`src/rtl/pulse_train_generator.sv`:
```
// pulse_train_generator: programmable pulse train (continuous / one-shot / burst).
// Define PULSE_TRAIN_RETRIGGER_EN to let start restart a running train.
module pulse_train_generator #(
  parameter int N = 8,
  parameter int C = 8
) (
  input  logic         clk,
  input  logic         rst,
  input  logic         ena,
  input  logic         start,
  input  logic         stop,
  input  logic [1:0]   mode,
  input  logic [N-1:0] ticks,
  input  logic [N-1:0] width,
  input  logic [C-1:0] burst_count,
  output logic         out,
  output logic         busy,
  output logic         period_tick,
  output logic         done
);
  typedef enum logic {IDLE, RUN} state_t;
  state_t state, state_nx;
  logic [1:0] mode_q;
  logic [N-1:0] ticks_q, width_q, counter;
  logic [C-1:0] burst_q, pcount;
  logic done_q, valid, retrig, load, terminal, clear;
  assign valid = start && !stop && (mode != 2'd3) && (mode != 2'd2 || burst_count != '0);
`ifdef PULSE_TRAIN_RETRIGGER_EN
  assign retrig = (state == RUN) && start && !stop;
`else
  assign retrig = 1'b0;
`endif
  assign load = start && !stop && (state == IDLE || retrig);
  assign terminal = period_tick && (mode_q == 2'd1 || (mode_q == 2'd2 && pcount == burst_q - C'(1)));
  assign clear = load || state_nx == IDLE;
  always_ff @(posedge clk or posedge rst)
    if (rst) state <= IDLE;
    else state <= state_nx;
  // an invalid retrigger (zero burst or reserved mode) acts as stop
  always_comb
    state_nx = (state == IDLE) ? (valid ? RUN : IDLE)
             : (stop || (retrig ? !valid : terminal)) ? IDLE : RUN;
  always_comb begin
    busy = state == RUN;
    out = busy && (counter < ((width_q == '0) ? N'(1) : width_q));
    period_tick = busy && ena && counter == ticks_q && !stop;
    done = done_q;
  end
  always_ff @(posedge clk or posedge rst)
    if (rst) begin
      mode_q <= '0;
      ticks_q <= '0;
      width_q <= '0;
      burst_q <= '0;
      counter <= '0;
      pcount <= '0;
      done_q <= 1'b0;
    end else begin
      if (load) begin
        mode_q <= mode;
        ticks_q <= ticks;
        width_q <= width;
        burst_q <= burst_count;
      end
      counter <= clear ? '0 : (busy && ena) ? ((counter == ticks_q) ? '0 : counter + N'(1)) : counter;
      pcount <= clear ? '0 : (busy && ena && counter == ticks_q) ? pcount + C'(1) : pcount;
      done_q <= (state == IDLE && start && !stop && mode == 2'd2 && burst_count == '0) || (terminal && !retrig);
    end
endmodule
```
`config.mk`:
```
export PLATFORM = sky130hd
export DESIGN_NAME = pulse_train_generator
export DESIGN_NICKNAME = d
export VERILOG_FILES = /design/src/rtl/pulse_train_generator.sv
export SDC_FILE = /design/constraint.sdc
export NUM_CORES = 1
export LEC_CHECK = 0
export CAP_MARGIN = 20
export CORE_ASPECT_RATIO = 1.1
export CORE_MARGIN = 1.5
export CORE_UTILIZATION = 54
export DETAILED_ROUTE_END_ITERATION = 8
export PLACE_DENSITY = 0.85
export SYNTH_ARGS = -nofsm -noshare
export SYNTH_HDL_FRONTEND = slang
export SYNTH_SLANG_ARGS = --single-unit
```
`constraint.sdc`:
```
create_clock -name clk -period 2.9 [get_ports clk]
set_input_delay 0.725 -clock clk [delete_from_list [all_inputs] [get_ports clk]]
set_output_delay 0.725 -clock clk [all_outputs]
set_load 0.01 [all_outputs]
```
==> metrics.txt, run 1 <==
status=completed; family with the most delay on the worst path=compound AO/OA/AOI/OAI gates; top cell type's share of synthesized area=a little under half; Max Freq=0.3678 GHz; first-pass GRT wire length=8259 um; CTS clk-pin slew, worst paths=around 0.080 ns; CTS Root Cell=clkbuf_8; FP Rows=25; WP data arrival=1.99 ns; metal1 wirelength=2222 um; fin crit share=93.76%; cell mode on critical path=a211oi_1; RSZ-0062 raised after global routing=false; crit end category=output pin; CTS H-tree lvls=2; Critical Path Start=width_q[4]; async set-reset flop share out of synthesis=100.0%; initial core utilization=56.41%; CP startpoint kind=flop; cell with the most instances after synthesis=dfrtp_1; DRT Pass-1 Iters=4; antenna-violating nets left=0; min Tclk post-route=around 2.7 ns; initial DRC count=85; post-synth cell types=38; Clock Latency Late Sink=0.30 ns; sequential area share after synthesis=roughly 46%; CORE AREA=~4300 um2; EDFF count, synth=0; largest net degree at the start of global routing=45; Final HPWL DP=3673 um; HP Start=width_q[0]; slowest cell on the critical path=dfrtp_1; GP Congestion=about 0.85; vias per inst=5.556; Post-synth top cells=dfrtp_1, nor2_1, nand2_1, mux2_2; area grow syn2layout=21.17%; max cap viols=0; IO buf count=34; Die Ht=roughly 73 um; clk sinks=44; final wirelength=4879 um; Seq cells post-synth=44; Mapped Avg Cell Area=around 10 um2; Worst path max stage delay=around 0.39 ns; CTS Buf Count=5; VDD IR max=~0.32 mV; biggest area consumer among synthesized cells=dfrtp_1; Synth Flop Type=dfrtp_1; post-synthesis net count=281; setup TNS=0 ns; vias in the first global route=1,774; Final Setup Violations=0; number of diodes=0; Clock Skews=about 0.0051 ns; Worst EP required=2.17 ns; Final Util=68.35%; Setup CP Type=reg -> out; PwrDens=509.2 nW/um2; clock buffer depth=2; area occupied by multi-input gates=1242 um2; Post-Synthesis Cells=240; # nets final=approximately 320; fill count=331; WP buf/inv=1; yosys warns=0; vias=1,850; final non-filler cell total=333; Synth Cell Area=between 2000 and 2500 um2; top sig layer=met4; DR WL/cell=14.65 um; Post-Place Cells=325; crit-path max FO=2; die width=about 67 um; Slew Limit Fails=0; Sequential Area=1101 um2; Reg-to-Reg Start=burst_q[2]; GRT Overall Usage=22.79%; cells along the critical path=nor4_1 -> a41oi_1 -> o21a_1 -> o21ai_0 -> a211oi_1 -> a211oi_1 -> dlygate4sd2_1; relative slew slack=64.32%; dpl ws=-0.03184 ns; Post-CTS Hold Buffers=0; DRC Markers=0; CTS tree=built; initial antenna violation count=0; worst-margin pin slew=0.5353 ns; WHS=0.5182 ns; top cells by area, synth=dfrtp_1, mux2_2, xor2_1; met2 routed WL=2348 um; WL met3=217 um; Ports=35; layout cells sized above 1=12.54%; gr ovfl total=0; final-report hold violation count=0; PnR worst setup slack=0.1808 ns; LEAKAGE=0.001250 uW; Die ar.=between 4000 and 5000 um2; worst hold path class=reg -> reg
-- kinds of logic (layout without fill, tap and decap cells) --
family,after synthesis,after routing,share of synthesized area (%)
buf+inv,21,60,3.261
fa+ha+maj,10,10,5.176
flops,44,44,45.55
simple gates,85,85,17.81
compound gates,32,32,8.696
xor+xnor,30,30,11.18
mux,18,18,8.333
-- layout by cell type, fill, tap and decap left out, types with 2 or more instances in the layout --
cell	synthesis	final
a21oi_1	3	3
clkdlybuf4s50_1	0	32
clkbuf_8	0	6
dfrtp_1	44	44
and2_1	2	2
inv_1	13	13
nand3_1	7	7
nor4b_1	3	3
nor3_1	9	9
o21ai_0	15	15
nand2_1	18	18
mux2_2	17	17
ha_1	10	10
xnor2_1	14	14
or3_1	2	2
nand4_1	7	7
nor4_1	3	3
buf_4	0	5
o21a_1	2	2
o31ai_1	2	2
nand2b_1	2	2
a211oi_1	3	3
xor2_1	15	15
dlygate4sd2_1	0	2
nor2_1	25	25
-- layer usage --
metal | vias up | GRT usage [%]
met5 | - | 0
met4 | 0 | 8.390
met3 | 8 | 4.938
met2 | 48 | 35.89
met1 | 887 | 31.03
li1 | 907 | -
-- report_power, final --
group / internal, uW / switching, uW / total, uW
combinational: 173 / 156 / 329
clock: 194 / 213 / 407
sequential: 689 / 66.8 / 756
total: 1060 / 436 / 1490
-- worst register-to-register path: stages, from the launching register on --
cell and delay, ns:
dfrtp_1 0.46, or3_1 0.42, or4_4 0.52, xnor2_2 0.20
nand4b_2 0.15, o21ai_4 0.26, nor2_1 0.09
-- area by class of cell --
cell class / count / share of cell area, %
Timing Repair Buffer: 39 / 12.82
Multi-Input combinational cell: 175 / 42.42
Tap cell: 54 / 2.307
Clock buffer: 7 / 2.947
Inverter: 13 / 1.666
Clock inverter: 1 / 0.2563
Sequential cell: 44 / 37.59
-- flip-flops by register name, indices dropped and copies added, names as in the netlist --
name,count
width_q,8
mode_q,2
burst_q,8
busy,1
ticks_q,8
pcount,8
done,1
counter,8
-- per-stage QoR --
stage	power, uW	cell area, um2
floorplan	979.5	2417
global placement	1082	2838
detailed placement	1099	2838
CTS	1497	2929
global route	1568	2929
finish	1492	2929
-- final timing paths --
check	endpoint	slack, ns	cells after the start
setup / recovery	out	0.18	7
hold / removal	width_q[0]	0.52	1
setup reg to reg	pcount[4]	0.68	6
hold reg to reg	width_q[0]	0.52	1
max in group asynchronous	pcount[4]	1.67	3
min in group asynchronous	burst_q[7]	0.86	3
-- what timing repair did --
item,CTS,global route
setup endpoints to repair,2,0
hold endpoints to repair,0,0
resized for setup,2,0
buffers inserted,0,0
(Power assumes the default switching activity.)
==> run 2: changes to the inputs <==
--- a/config.mk
+++ b/config.mk
@@ -6,11 +6,14 @@
 export NUM_CORES = 1
 export LEC_CHECK = 0
 export CAP_MARGIN = 20
+export CELL_PAD_IN_SITES_DETAIL_PLACEMENT = 0
+export CELL_PAD_IN_SITES_GLOBAL_PLACEMENT = 1
 export CORE_ASPECT_RATIO = 1.1
 export CORE_MARGIN = 1.5
-export CORE_UTILIZATION = 54
+export CORE_UTILIZATION = 42
 export DETAILED_ROUTE_END_ITERATION = 8
 export PLACE_DENSITY = 0.85
 export SYNTH_ARGS = -nofsm -noshare
 export SYNTH_HDL_FRONTEND = slang
 export SYNTH_SLANG_ARGS = --single-unit
+export TNS_END_PERCENT = 100
==> run 2 against run 1 <==
  * Worst setup slack better by 0.055 ns
  * First-iteration DRC count is 31% higher
  * Cell count is 7.5% higher
  * Final area is 2.4% higher
  * Wire length is 3.5% lower
  * Power is 1.1% lower
  * Non-clock buffer count is 4 higher
  * Largest cell class unchanged
  * Highest routed layer unchanged
==> metrics.txt, run 2 (same netlist as run 1, synthesis figures left out) <==
Slew Limit Fails=0; gr ovfl total=0; PwrDens=491.7 nW/um2; LEAKAGE=around 0.0013 uW; cells along the critical path=clkdlybuf4s50_1 -> and2_1 -> nand4_1 -> nor2_2 -> dlygate4sd2_1; DRT Pass-1 Iters=2; DR WL/cell=approximately 13 um; family with the most delay on the worst path=buffers and inverters; Setup CP Type=in -> out; CP startpoint kind=input port; initial antenna violation count=0; DRC Markers=0; Final Setup Violations=0; Overall Power=1475 uW; Post-Place Cells=between 300 and 400; final wirelength=4708 um; relative slew slack=70.58%; Hold Path Depth=1; Clock Skews=around 0.009 ns; crit-path max FO=2; Max Freq=~0.38 GHz; VDD IR max=0.2683 mV; Clock Latency Late Sink=0.30 ns; final-report hold violation count=0; Post-CTS Hold Buffers=0; final non-filler cell total=358; status=completed; IO buf count=34; crit end category=output pin; critical path depth in cells=5; max cap viols=0; vias in the first global route=1,816; CORE AREA=5465 um2; CTS clk-pin slew, worst paths=0.09 ns; slowest cell on the critical path=clkdlybuf4s50_1; vias per inst=5.137; CTS Root Cell=clkbuf_8; worst hold path class=reg -> reg; CTS H-tree lvls=2; antenna-violating nets left=0; initial DRC count=111; Setup Fix Bufs, Post-CTS=0; RSZ-0062 raised after global routing=false; WP data arrival=slightly below 2 ns; die width=75.34 um; worst-margin pin slew=0.4386 ns; Final HPWL DP=3674 um; GP Congestion=0.8144; first-pass GRT wire length=between 8000 and 9000 um; Worst EP required=2.17 ns; # nets final=323; fill count=527; Die Ht=approximately 83 um; Final Util=54.88%; WP buf/inv=2; Die ar.=6220 um2; initial core utilization=about 44%; worst reg2reg path depth=6; fin crit share=roughly nine tenths; number of diodes=0; largest net degree at the start of global routing=33; Ports=35; CTS Buf Count=5; commonest non-fill, non-tap cell in the layout=dfrtp_1; FP Rows=28; GRT Overall Usage=17.64%; CTS tree=built; vias=1,839; layout cells sized above 1=approximately 15%; clock buffer depth=2; min Tclk post-route=about 2.7 ns; area grow syn2layout=24.07%; most frequent cells in the layout=dfrtp_1, clkdlybuf4s50_1, nor2_1; clk sinks=44; Worst path max stage delay=0.45 ns
[run 2: cell type report]
class                   instances  area [um2]  area share [%]
multi-input cells             175        1251           41.72
flip-flops and latches         44        1101           36.71
repair buffers                 43       414.1           13.81
well taps                      75       93.84           3.129
clock buffers                   5       68.82           2.295
inverters                      13       48.80           1.627
clock inverters                 3       21.27          0.7092
[run 2: worst paths after layout]
path                             from     endpoint  slack (ns)
max                               ena  period_tick        0.24
min                        width_q[0]   width_q[0]        0.52
max reg2reg                burst_q[2]    pcount[7]        0.72
min reg2reg                width_q[0]   width_q[0]        0.52
max in group asynchronous         rst   counter[4]        1.51
min in group asynchronous         rst   burst_q[0]        0.68
[run 2: repair_timing]
item	4_1_cts	5_1_grt
endpoints found under the setup margin	2	1
endpoints found under the hold margin	0	0
pin swaps	1	0
resized for setup	4	3
[run 2: layer usage]
layer,up-vias,GRT usage [%],part of all wire [%]
li1,912,-,-
met3,8,3.883,3.7
met2,39,29.65,47
met1,880,22.50,47
met5,-,0,0
met4,0,5.536,1.8
[run 2: per-stage QoR]
stage / TNS [ns] / instance area [um2] / hold slack [ns] / worst slack [ns]
after global placement: -0.05591 / 2907 / 0.4921 / -0.05591
after floorplan: 0 / 2417 / 0.4816 / 0.5102
after CTS: 0 / 3003 / 0.5226 / 0.1445
after detailed placement: -0.06862 / 2907 / 0.5015 / -0.06862
after global routing: 0 / 2999 / 0.5465 / 0.002435
final: 0 / 2999 / 0.5162 / 0.2361
[run 2: power breakdown]
group	switching, uW	internal [uW]	leakage [uW]
clock	215	171	0.0000445
combinational	155	179	0.000662
sequential	64.7	689	0.000561
[run 2: worst register-to-register path, cell delays in order, from the launching register on]
cell      delay (ns)
dfrtp_1         0.46
or3_1           0.41
or4_4           0.50
xnor2_2         0.17
nand4b_2        0.15
o21ai_4         0.27
nor2_1          0.09
==> run 3: changes to the inputs <==
--- a/config.mk
+++ b/config.mk
@@ -13,6 +13,7 @@
 export CORE_UTILIZATION = 42
 export DETAILED_ROUTE_END_ITERATION = 8
 export PLACE_DENSITY = 0.85
+export SKIP_LAST_GASP = 1
 export SYNTH_ARGS = -nofsm -noshare
 export SYNTH_HDL_FRONTEND = slang
 export SYNTH_SLANG_ARGS = --single-unit
==> results of run 3 <==
No change in the layout: final DEF, timing and power equal those of run 2.
